## src/rtl/lift_scheduler_pkg.sv

```systemverilog
// Shared types for the lift scheduler: FSM state and travel direction
// encodings plus the floor-index width helper.
package lift_pkg;

    typedef enum logic [1:0] {
        ST_IDLE      = 2'd0,
        ST_MOVE_UP   = 2'd1,
        ST_MOVE_DOWN = 2'd2,
        ST_DOOR_OPEN = 2'd3
    } state_t;

    typedef enum logic {
        DIR_UP   = 1'b0,
        DIR_DOWN = 1'b1
    } dir_t;

    // Width of a floor index; never less than one bit.
    function automatic int floor_width(input int n_floors);
        return (n_floors <= 2) ? 1 : $clog2(n_floors);
    endfunction

endpackage

```

## src/rtl/lift_scheduler_if.sv

```systemverilog
// Call-button / car-status bundle between the lift scheduler and its
// surroundings. The scheduler uses the slave view.
interface lift_scheduler_if
    import lift_pkg::*;
#(
    parameter int N_FLOORS = 4
);
    localparam int FW = floor_width(N_FLOORS);

    logic [N_FLOORS-1:0] req_btn;
    logic [FW-1:0]       floor;
    logic                moving_up;
    logic                moving_down;
    logic                door_open;
    logic                arrived;
    logic [N_FLOORS-1:0] pending;

    modport master (
        output req_btn,
        input  floor, moving_up, moving_down, door_open, arrived, pending
    );

    modport slave (
        input  req_btn,
        output floor, moving_up, moving_down, door_open, arrived, pending
    );

endinterface

```

## src/rtl/lift_scheduler_req_register.sv

```systemverilog
// Per-floor call latch: edge-detects raw buttons, holds outstanding calls,
// and reports whether any call lies above or below the car.
module lift_req_register
    import lift_pkg::*;
#(
    parameter int N_FLOORS = 4,
    parameter int FW       = floor_width(N_FLOORS)
) (
    input  logic                clk,
    input  logic                rst_n,
    input  logic [N_FLOORS-1:0] req_btn,
    input  logic [FW-1:0]       floor,
    input  logic                suppress_here,
    input  logic                clr_en,
    input  logic [FW-1:0]       clr_floor,
    output logic [N_FLOORS-1:0] pending,
    output logic                rise_here,
    output logic                any_above,
    output logic                any_below
);

    logic [N_FLOORS-1:0] btn_d_r;
    logic [N_FLOORS-1:0] pending_r;
    logic [N_FLOORS-1:0] rise_s;
    logic [N_FLOORS-1:0] here_mask_s;
    logic [N_FLOORS-1:0] clr_mask_s;
    logic [N_FLOORS-1:0] set_mask_s;
    logic [N_FLOORS-1:0] above_mask_s;
    logic [N_FLOORS-1:0] below_mask_s;
    logic [N_FLOORS-1:0] pending_next_s;

    // Rising edges, floor masks and next pending set (clear beats set).
    always_comb begin
        rise_s       = req_btn & ~btn_d_r;
        here_mask_s  = {N_FLOORS{1'b0}};
        clr_mask_s   = {N_FLOORS{1'b0}};
        above_mask_s = {N_FLOORS{1'b0}};
        below_mask_s = {N_FLOORS{1'b0}};
        for (int i = 0; i < N_FLOORS; i++) begin
            here_mask_s[i]  = (FW'(i) == floor);
            clr_mask_s[i]   = clr_en & (FW'(i) == clr_floor);
            above_mask_s[i] = (FW'(i) > floor);
            below_mask_s[i] = (FW'(i) < floor);
        end
        if (suppress_here) begin
            set_mask_s = rise_s & ~here_mask_s;
        end else begin
            set_mask_s = rise_s;
        end
        pending_next_s = (pending_r | set_mask_s) & ~clr_mask_s;
    end

    assign pending   = pending_r;
    assign rise_here = |(rise_s & here_mask_s);
    assign any_above = |(pending_r & above_mask_s);
    assign any_below = |(pending_r & below_mask_s);

    // Button history and pending-call register.
    always_ff @(posedge clk) begin
        if (!rst_n) begin
            btn_d_r   <= {N_FLOORS{1'b0}};
            pending_r <= {N_FLOORS{1'b0}};
        end else begin
            btn_d_r   <= req_btn;
            pending_r <= pending_next_s;
        end
    end

endmodule

```

## src/rtl/lift_scheduler.sv

```systemverilog
// Car-motion scheduler: collective (SCAN) policy over latched floor calls,
// with per-floor travel timing and door dwell timing.
module lift_scheduler
    import lift_pkg::*;
#(
    parameter int N_FLOORS    = 4,
    parameter int MOVE_CYCLES = 4,
    parameter int DOOR_CYCLES = 3
) (
    input  logic             clk,
    input  logic             rst_n,
    lift_scheduler_if.slave  bus
);

    localparam int FW = floor_width(N_FLOORS);
    localparam int MW = $clog2(MOVE_CYCLES + 1);
    localparam int DW = $clog2(DOOR_CYCLES + 1);
    localparam logic [MW-1:0] MOVE_LAST = MW'(MOVE_CYCLES - 1);
    localparam logic [DW-1:0] DOOR_LAST = DW'(DOOR_CYCLES - 1);

    state_t        state_r, state_next_s;
    dir_t          dir_r, dir_next_s;
    logic [FW-1:0] floor_r, floor_next_s;
    logic [MW-1:0] move_cnt_r, move_cnt_next_s;
    logic [DW-1:0] door_cnt_r, door_cnt_next_s;
    logic          arrived_r, arrived_next_s;
    logic          moving_up_r, moving_down_r, door_open_r;
    logic          clr_en_s;
    logic          suppress_here_s;
    logic          ahead_s, behind_s;
    logic [N_FLOORS-1:0] pending_s;
    logic          rise_here_s, any_above_s, any_below_s;

    // A call at the car's own floor is never latched while the car is parked.
    assign suppress_here_s = (state_r == ST_IDLE) || (state_r == ST_DOOR_OPEN);

    lift_req_register #(
        .N_FLOORS (N_FLOORS),
        .FW       (FW)
    ) u_req (
        .clk           (clk),
        .rst_n         (rst_n),
        .req_btn       (bus.req_btn),
        .floor         (floor_r),
        .suppress_here (suppress_here_s),
        .clr_en        (clr_en_s),
        .clr_floor     (floor_next_s),
        .pending       (pending_s),
        .rise_here     (rise_here_s),
        .any_above     (any_above_s),
        .any_below     (any_below_s)
    );

    // Next-state, counter, floor and arrival decisions for the SCAN policy.
    always_comb begin
        state_next_s    = state_r;
        dir_next_s      = dir_r;
        floor_next_s    = floor_r;
        move_cnt_next_s = move_cnt_r;
        door_cnt_next_s = door_cnt_r;
        arrived_next_s  = 1'b0;
        clr_en_s        = 1'b0;
        ahead_s         = (dir_r == DIR_UP) ? any_above_s : any_below_s;
        behind_s        = (dir_r == DIR_UP) ? any_below_s : any_above_s;
        case (state_r)
            ST_IDLE: begin
                if (rise_here_s) begin
                    state_next_s    = ST_DOOR_OPEN;
                    door_cnt_next_s = {DW{1'b0}};
                    arrived_next_s  = 1'b1;
                end else if (any_above_s) begin
                    state_next_s    = ST_MOVE_UP;
                    dir_next_s      = DIR_UP;
                    move_cnt_next_s = {MW{1'b0}};
                end else if (any_below_s) begin
                    state_next_s    = ST_MOVE_DOWN;
                    dir_next_s      = DIR_DOWN;
                    move_cnt_next_s = {MW{1'b0}};
                end else begin
                    state_next_s    = ST_IDLE;
                end
            end
            ST_MOVE_UP, ST_MOVE_DOWN: begin
                if (move_cnt_r == MOVE_LAST) begin
                    if (state_r == ST_MOVE_UP) begin
                        floor_next_s = floor_r + FW'(1'b1);
                    end else begin
                        floor_next_s = floor_r - FW'(1'b1);
                    end
                    move_cnt_next_s = {MW{1'b0}};
                    if (pending_s[floor_next_s]) begin
                        clr_en_s        = 1'b1;
                        state_next_s    = ST_DOOR_OPEN;
                        door_cnt_next_s = {DW{1'b0}};
                        arrived_next_s  = 1'b1;
                    end else begin
                        state_next_s    = state_r;
                    end
                end else begin
                    move_cnt_next_s = move_cnt_r + MW'(1'b1);
                end
            end
            ST_DOOR_OPEN: begin
                if (rise_here_s) begin
                    door_cnt_next_s = {DW{1'b0}};
                end else if (door_cnt_r == DOOR_LAST) begin
                    move_cnt_next_s = {MW{1'b0}};
                    if (ahead_s) begin
                        state_next_s = (dir_r == DIR_UP) ? ST_MOVE_UP : ST_MOVE_DOWN;
                    end else if (behind_s) begin
                        dir_next_s   = (dir_r == DIR_UP) ? DIR_DOWN : DIR_UP;
                        state_next_s = (dir_r == DIR_UP) ? ST_MOVE_DOWN : ST_MOVE_UP;
                    end else begin
                        state_next_s = ST_IDLE;
                    end
                end else begin
                    door_cnt_next_s = door_cnt_r + DW'(1'b1);
                end
            end
            default: begin
                state_next_s = ST_IDLE;
            end
        endcase
    end

    // State, direction, floor, counters and registered status outputs.
    always_ff @(posedge clk) begin
        if (!rst_n) begin
            state_r       <= ST_IDLE;
            dir_r         <= DIR_UP;
            floor_r       <= {FW{1'b0}};
            move_cnt_r    <= {MW{1'b0}};
            door_cnt_r    <= {DW{1'b0}};
            arrived_r     <= 1'b0;
            moving_up_r   <= 1'b0;
            moving_down_r <= 1'b0;
            door_open_r   <= 1'b0;
        end else begin
            state_r       <= state_next_s;
            dir_r         <= dir_next_s;
            floor_r       <= floor_next_s;
            move_cnt_r    <= move_cnt_next_s;
            door_cnt_r    <= door_cnt_next_s;
            arrived_r     <= arrived_next_s;
            moving_up_r   <= (state_next_s == ST_MOVE_UP);
            moving_down_r <= (state_next_s == ST_MOVE_DOWN);
            door_open_r   <= (state_next_s == ST_DOOR_OPEN);
        end
    end

    assign bus.floor       = floor_r;
    assign bus.moving_up   = moving_up_r;
    assign bus.moving_down = moving_down_r;
    assign bus.door_open   = door_open_r;
    assign bus.arrived     = arrived_r;
    assign bus.pending     = pending_s;

endmodule

```

## src/flat_wrapper.sv

```systemverilog
// flat-port wrapper written by rule: the top's interface ports become plain ports
module lift_scheduler_flat import lift_pkg::*;
#(
    parameter int N_FLOORS    = 4,
    parameter int MOVE_CYCLES = 4,
    parameter int DOOR_CYCLES = 3
)
  (clk, rst_n, bus_req_btn, bus_floor, bus_moving_up, bus_moving_down, bus_door_open, bus_arrived, bus_pending);
  lift_scheduler_if #(.N_FLOORS(N_FLOORS)) bus_i ();
  input  logic clk;
  input  logic rst_n;
  input wire logic [$bits(bus_i.req_btn)-1:0] bus_req_btn;
  output wire logic [$bits(bus_i.floor)-1:0] bus_floor;
  output wire logic [$bits(bus_i.moving_up)-1:0] bus_moving_up;
  output wire logic [$bits(bus_i.moving_down)-1:0] bus_moving_down;
  output wire logic [$bits(bus_i.door_open)-1:0] bus_door_open;
  output wire logic [$bits(bus_i.arrived)-1:0] bus_arrived;
  output wire logic [$bits(bus_i.pending)-1:0] bus_pending;
  assign bus_i.req_btn = bus_req_btn;
  assign bus_floor = bus_i.floor;
  assign bus_moving_up = bus_i.moving_up;
  assign bus_moving_down = bus_i.moving_down;
  assign bus_door_open = bus_i.door_open;
  assign bus_arrived = bus_i.arrived;
  assign bus_pending = bus_i.pending;
  lift_scheduler #(.N_FLOORS(N_FLOORS), .MOVE_CYCLES(MOVE_CYCLES), .DOOR_CYCLES(DOOR_CYCLES)) u_core (.clk(clk), .rst_n(rst_n), .bus(bus_i));
endmodule
```

## config.mk

```make
export PLATFORM = sky130hd
export DESIGN_NAME = lift_scheduler_flat
export DESIGN_NICKNAME = d
export VERILOG_FILES = /design/src/rtl/lift_scheduler_pkg.sv /design/src/rtl/lift_scheduler_if.sv /design/src/rtl/lift_scheduler_req_register.sv /design/src/rtl/lift_scheduler.sv /design/src/flat_wrapper.sv
export SDC_FILE = /design/constraint.sdc
export NUM_CORES = 1
export LEC_CHECK = 0
export BUFFER_PORTS_ARGS = -buffer_cell sky130_fd_sc_hd__buf_2
export CAP_MARGIN = 5
export CORE_UTILIZATION = 30
export CTS_CLUSTER_SIZE = 16
export DETAILED_ROUTE_END_ITERATION = 8
export SLEW_MARGIN = 15
export SYNTH_ARGS = -nofsm -noshare
export SYNTH_HDL_FRONTEND = slang
export SYNTH_SLANG_ARGS = --single-unit
```

## constraint.sdc

```tcl
create_clock -name clk -period 2.4 [get_ports clk]
set_clock_uncertainty 0.2 [all_clocks]
set_input_delay 0.12 -clock clk [delete_from_list [all_inputs] [get_ports clk]]
set_output_delay 0.12 -clock clk [all_outputs]
set_load 0.03 [all_outputs]
```

==> impl_metrics.py <==
metrics = {
    "floorplanning": {
        "rows": 23,
        "ios": 16,
        "die_h_um": 67.0,
        "die_area_um2": 4490,
        "core-area_um2": 4030,
        "die_x_um": 67.0,
        "start_util_pct": 31.5,
    },
    "sta": {
        "tightest_slew_ps": 323,
        "slew_viol_final": 0,
        "fin_crit_sh_pct": 96.7,
        "worst_slack_ps": 80.0,
        "setup_viol": 0,
        "maxSlewHeadroom_pct": 78.5,
        "finalHoldViolCount": 0,
        "maxClockFrequency_ghz": 0.431,
        "fin_crit_ps": 2320,
    },
    "power": {
        "peakVddDrop_v": 0.000200,
        "pwr_density_cell_nw_per_um2": 624,
        "p_leak_nw": 0.670,
        "finalPower_mw": 1.02,
    },
    "synth": {
        "async_flop_share_pct": 0,
        "avgSynthCellArea_um2": 8.87,
        "synth_cell_types": 39,
        "synth-main-ff-cell": "dfxtp_1",
        "ys_top_cells_by_area": "dfxtp_1 (35%), ha_1 (12%), a21oi_1 (5.5%)",
        "synth_xor_area_share_pct": 1.38,
        "synth.top_cell.area_share_pct": 34.7,
        "synth_fa_ha_area_share_pct": 11.8,
        "ys_ff_latch": 22,
        "synth-edff-count": 0,
        "yosys.area.top_type": "dfxtp_1",
        "synth_fp_nets": 161,
        "synthMuxAreaShare_pct": 2.47,
        "synthCells": 143,
        "ys_warn_count": 0,
        "yosysSeqAreaShare_pct": 34.7,
        "synth-compound-area-share_pct": 21.5,
        "synthSimpleGateAreaFrac_pct": 23.4,
        "synth_top_family_by_area": "simple AND/OR/NAND/NOR gates",
        "synth_area_um2": 1270,
    },
    "global_routing": {
        "grt.overflow.total": 0,
        "grt_use_total_pct": 13.1,
        "grt_max_degree": 13,
        "antenna_found_initial": 0,
        "grt_pass1_wl_um": 4570,
        "grt_pass1_vias": 1028,
    },
    "critical_path": {
        "critical_path_class": "reg2reg",
        "worst-r2r-cell-count": 8,
        "timing.rr.start": "u_core.bus.floor[0]$_SDFF_PN0_",
        "worstSetupEndpoint": "u_core.door_cnt_r[1]$_SDFFE_PN0P_",
        "path_max_fanout": 4,
        "crit_arrival_ps": 2310,
        "crit_required_ps": 2390,
        "startpoint_type": "flip-flop",
        "worstSetupEndpointType": "flip-flop",
        "r2r_setup_slack_ps": 80,
        "worstReg2RegEnd": "u_core.door_cnt_r[1]$_SDFFE_PN0P_",
        "crit_path_start": "u_core.bus.floor[0]$_SDFF_PN0_",
    },
    "cells_and_area": {
        "antenna_cells": 0,
        "n_fill_cell": 426,
        "fin_area_um2": 1640,
        "layout.nets": 194,
        "final_layout_size_suffix_gt1_share_pct": 28.0,
        "syn_to_final_growth_pct": 29.0,
    },
    "cts": {
        "cts_made_buffers": 3,
        "cts_tree": "yes",
        "h-tree-depth": 1,
        "cts.sinks": 22,
        "path_clk_slew_ps": 80,
        "clockRootBuffer": "clkbuf_8",
        "clockBufferDepth": 2,
        "insertion_delay_ps": 260,
    },
    "route": {
        "routedWlPerCell_um": 12.3,
        "viasPerCell": 4.74,
        "detail_route.first_pass.iterations": 4,
        "vias": 1066,
        "drc_errors": 0,
        "drtAntennaViolNets": 0,
        "wirelength_um": 2770,
        "drtIter0Drc": 31,
    },
    "placement": {
        "placed_area_um2": 1460,
        "pre_cts_ws_ps": 52.0,
        "io_buffers": 15,
        "place_congestion": 0.845,
        "hpwl_um": 2050,
    },
    "run": {
        "drv_cap": 0,
    },
    "run_status": {
        "outcome": "finished, final reports clean",
    },
    "min_path": {
        "hold_path_class": "in2reg",
    },
}
-- sequential cells by signal, indices dropped and copies added, names as in the netlist --
| name | cells |
|---|---|
| u_core.u_req.btn_d_r | 4 |
| u_core.u_req.pending | 4 |
| u_core.move_cnt_r | 3 |
| u_core.bus.floor | 2 |
| u_core.door_cnt_r | 2 |
| u_core.state_r | 2 |
| u_core.bus.arrived | 1 |
| u_core.bus.door_open | 1 |
| u_core.bus.moving_down | 1 |
| u_core.bus.moving_up | 1 |
| u_core.dir_r | 1 |
-- through the flow --
step	cells	TNS (ps)	utilization [%]	hold WS, ps
after global routing	225	-51.7	40.6	33.0
after global placement	214	0	36.3	150
final	225	0	40.6	9.86
after floorplan	143	0	-	41.7
after CTS	222	0	38.7	11.7
after detailed placement	214	0	36.3	158
-- cell families (layout without fill, tap and decap cells) --
| group | Yosys count | in the layout |
|---|---|---|
| AO/OA/AOI/OAI | 38 | 38 |
| XOR/XNOR | 2 | 2 |
| adder cells (fa/ha/maj) | 12 | 12 |
| buffers and inverters | 15 | 47 |
| flip-flops | 22 | 22 |
| multiplexers | 3 | 3 |
| AND/OR/NAND/NOR | 51 | 51 |
-- timing repair --
item,4_1_cts,5_1_grt
setup buffers,0,3
hold endpoints to repair,4,0
setup endpoints to repair,0,7
hold buffers,4,0
gates resized for setup,0,8
-- layout make-up --
cell class                      instances  area, um2  area share [%]
Clock buffer                            4       55.1            3.36
Inverter                               12       48.8            2.98
Multi-Input combinational cell        106        820            50.1
Sequential cell                        22        445            27.2
Tap cell                               50       62.6            3.82
Timing Repair Buffer                   31        205            12.5
-- cells in the final DEF (no fill, tap or decap), types with 5 or more instances in the layout --
cell type  instances
dfxtp_1           20
buf_2             15
a21oi_1           14
buf_4             12
ha_1              11
inv_1             10
nor2_1             9
o21ai_0            8
nand2_1            8
nand2b_1           6
nand3b_1           5
-- critical path, stage by stage, from the launching register on --
cell	delay, ps
dfxtp_4	380
clkinvlp_4	130
ha_4	290
xor2_2	150
mux2_2	380
o21ai_1	130
o21ai_1	120
or3_1	330
a21oi_1	140
-- synthesized netlist by cell type (all sizes together) (2+ instances only) --
library cell and number:
or3 2, nor3 3, nor2 9, and2 4
clkbuf 2, o211a 2, nand2b 6, nand3b 5
o21ai 10, nand2 8, nor2b 4, or2 2
mux2i 2, a221o 2, nand4 2, nor3b 3
dfxtp 22, o211ai 2, a21oi 14, ha 12
inv 11
-- layer usage --
layer  vias up  GRT usage, %  routed length, um
met2         9          22.0               1280
li1        568             -                  -
met1       487          17.3               1440
met3         2          1.03                 28
met4         0          4.79                 25
met5         -             0                  0
-- power breakdown --
| group | total [mW] | internal [mW] | switching [mW] |
|---|---|---|---|
| clock network | 0.270 | 0.146 | 0.123 |
| logic | 0.330 | 0.141 | 0.189 |
| registers | 0.422 | 0.398 | 0.0244 |
| total | 1.02 | 0.685 | 0.336 |
-- worst min-delay path by stage --
stage,endpoint,slack [ps],cells past startpoint,start
after floorplan,u_core.u_req.btn_d_r[0]$_SDFF_PN0_,40,1,bus_req_btn[0]
after global placement,u_core.u_req.btn_d_r[2]$_SDFF_PN0_,150,2,bus_req_btn[2]
after detailed placement,u_core.u_req.btn_d_r[1]$_SDFF_PN0_,160,2,bus_req_btn[1]
after CTS,u_core.move_cnt_r[2]$_SDFFE_PN0P_,10,3,rst_n
after global routing,u_core.u_req.pending[0]$_SDFF_PN0_,30,3,rst_n
final,u_core.move_cnt_r[2]$_SDFFE_PN0P_,10,3,rst_n
No activity file was read; power rests on OpenSTA's default activity.
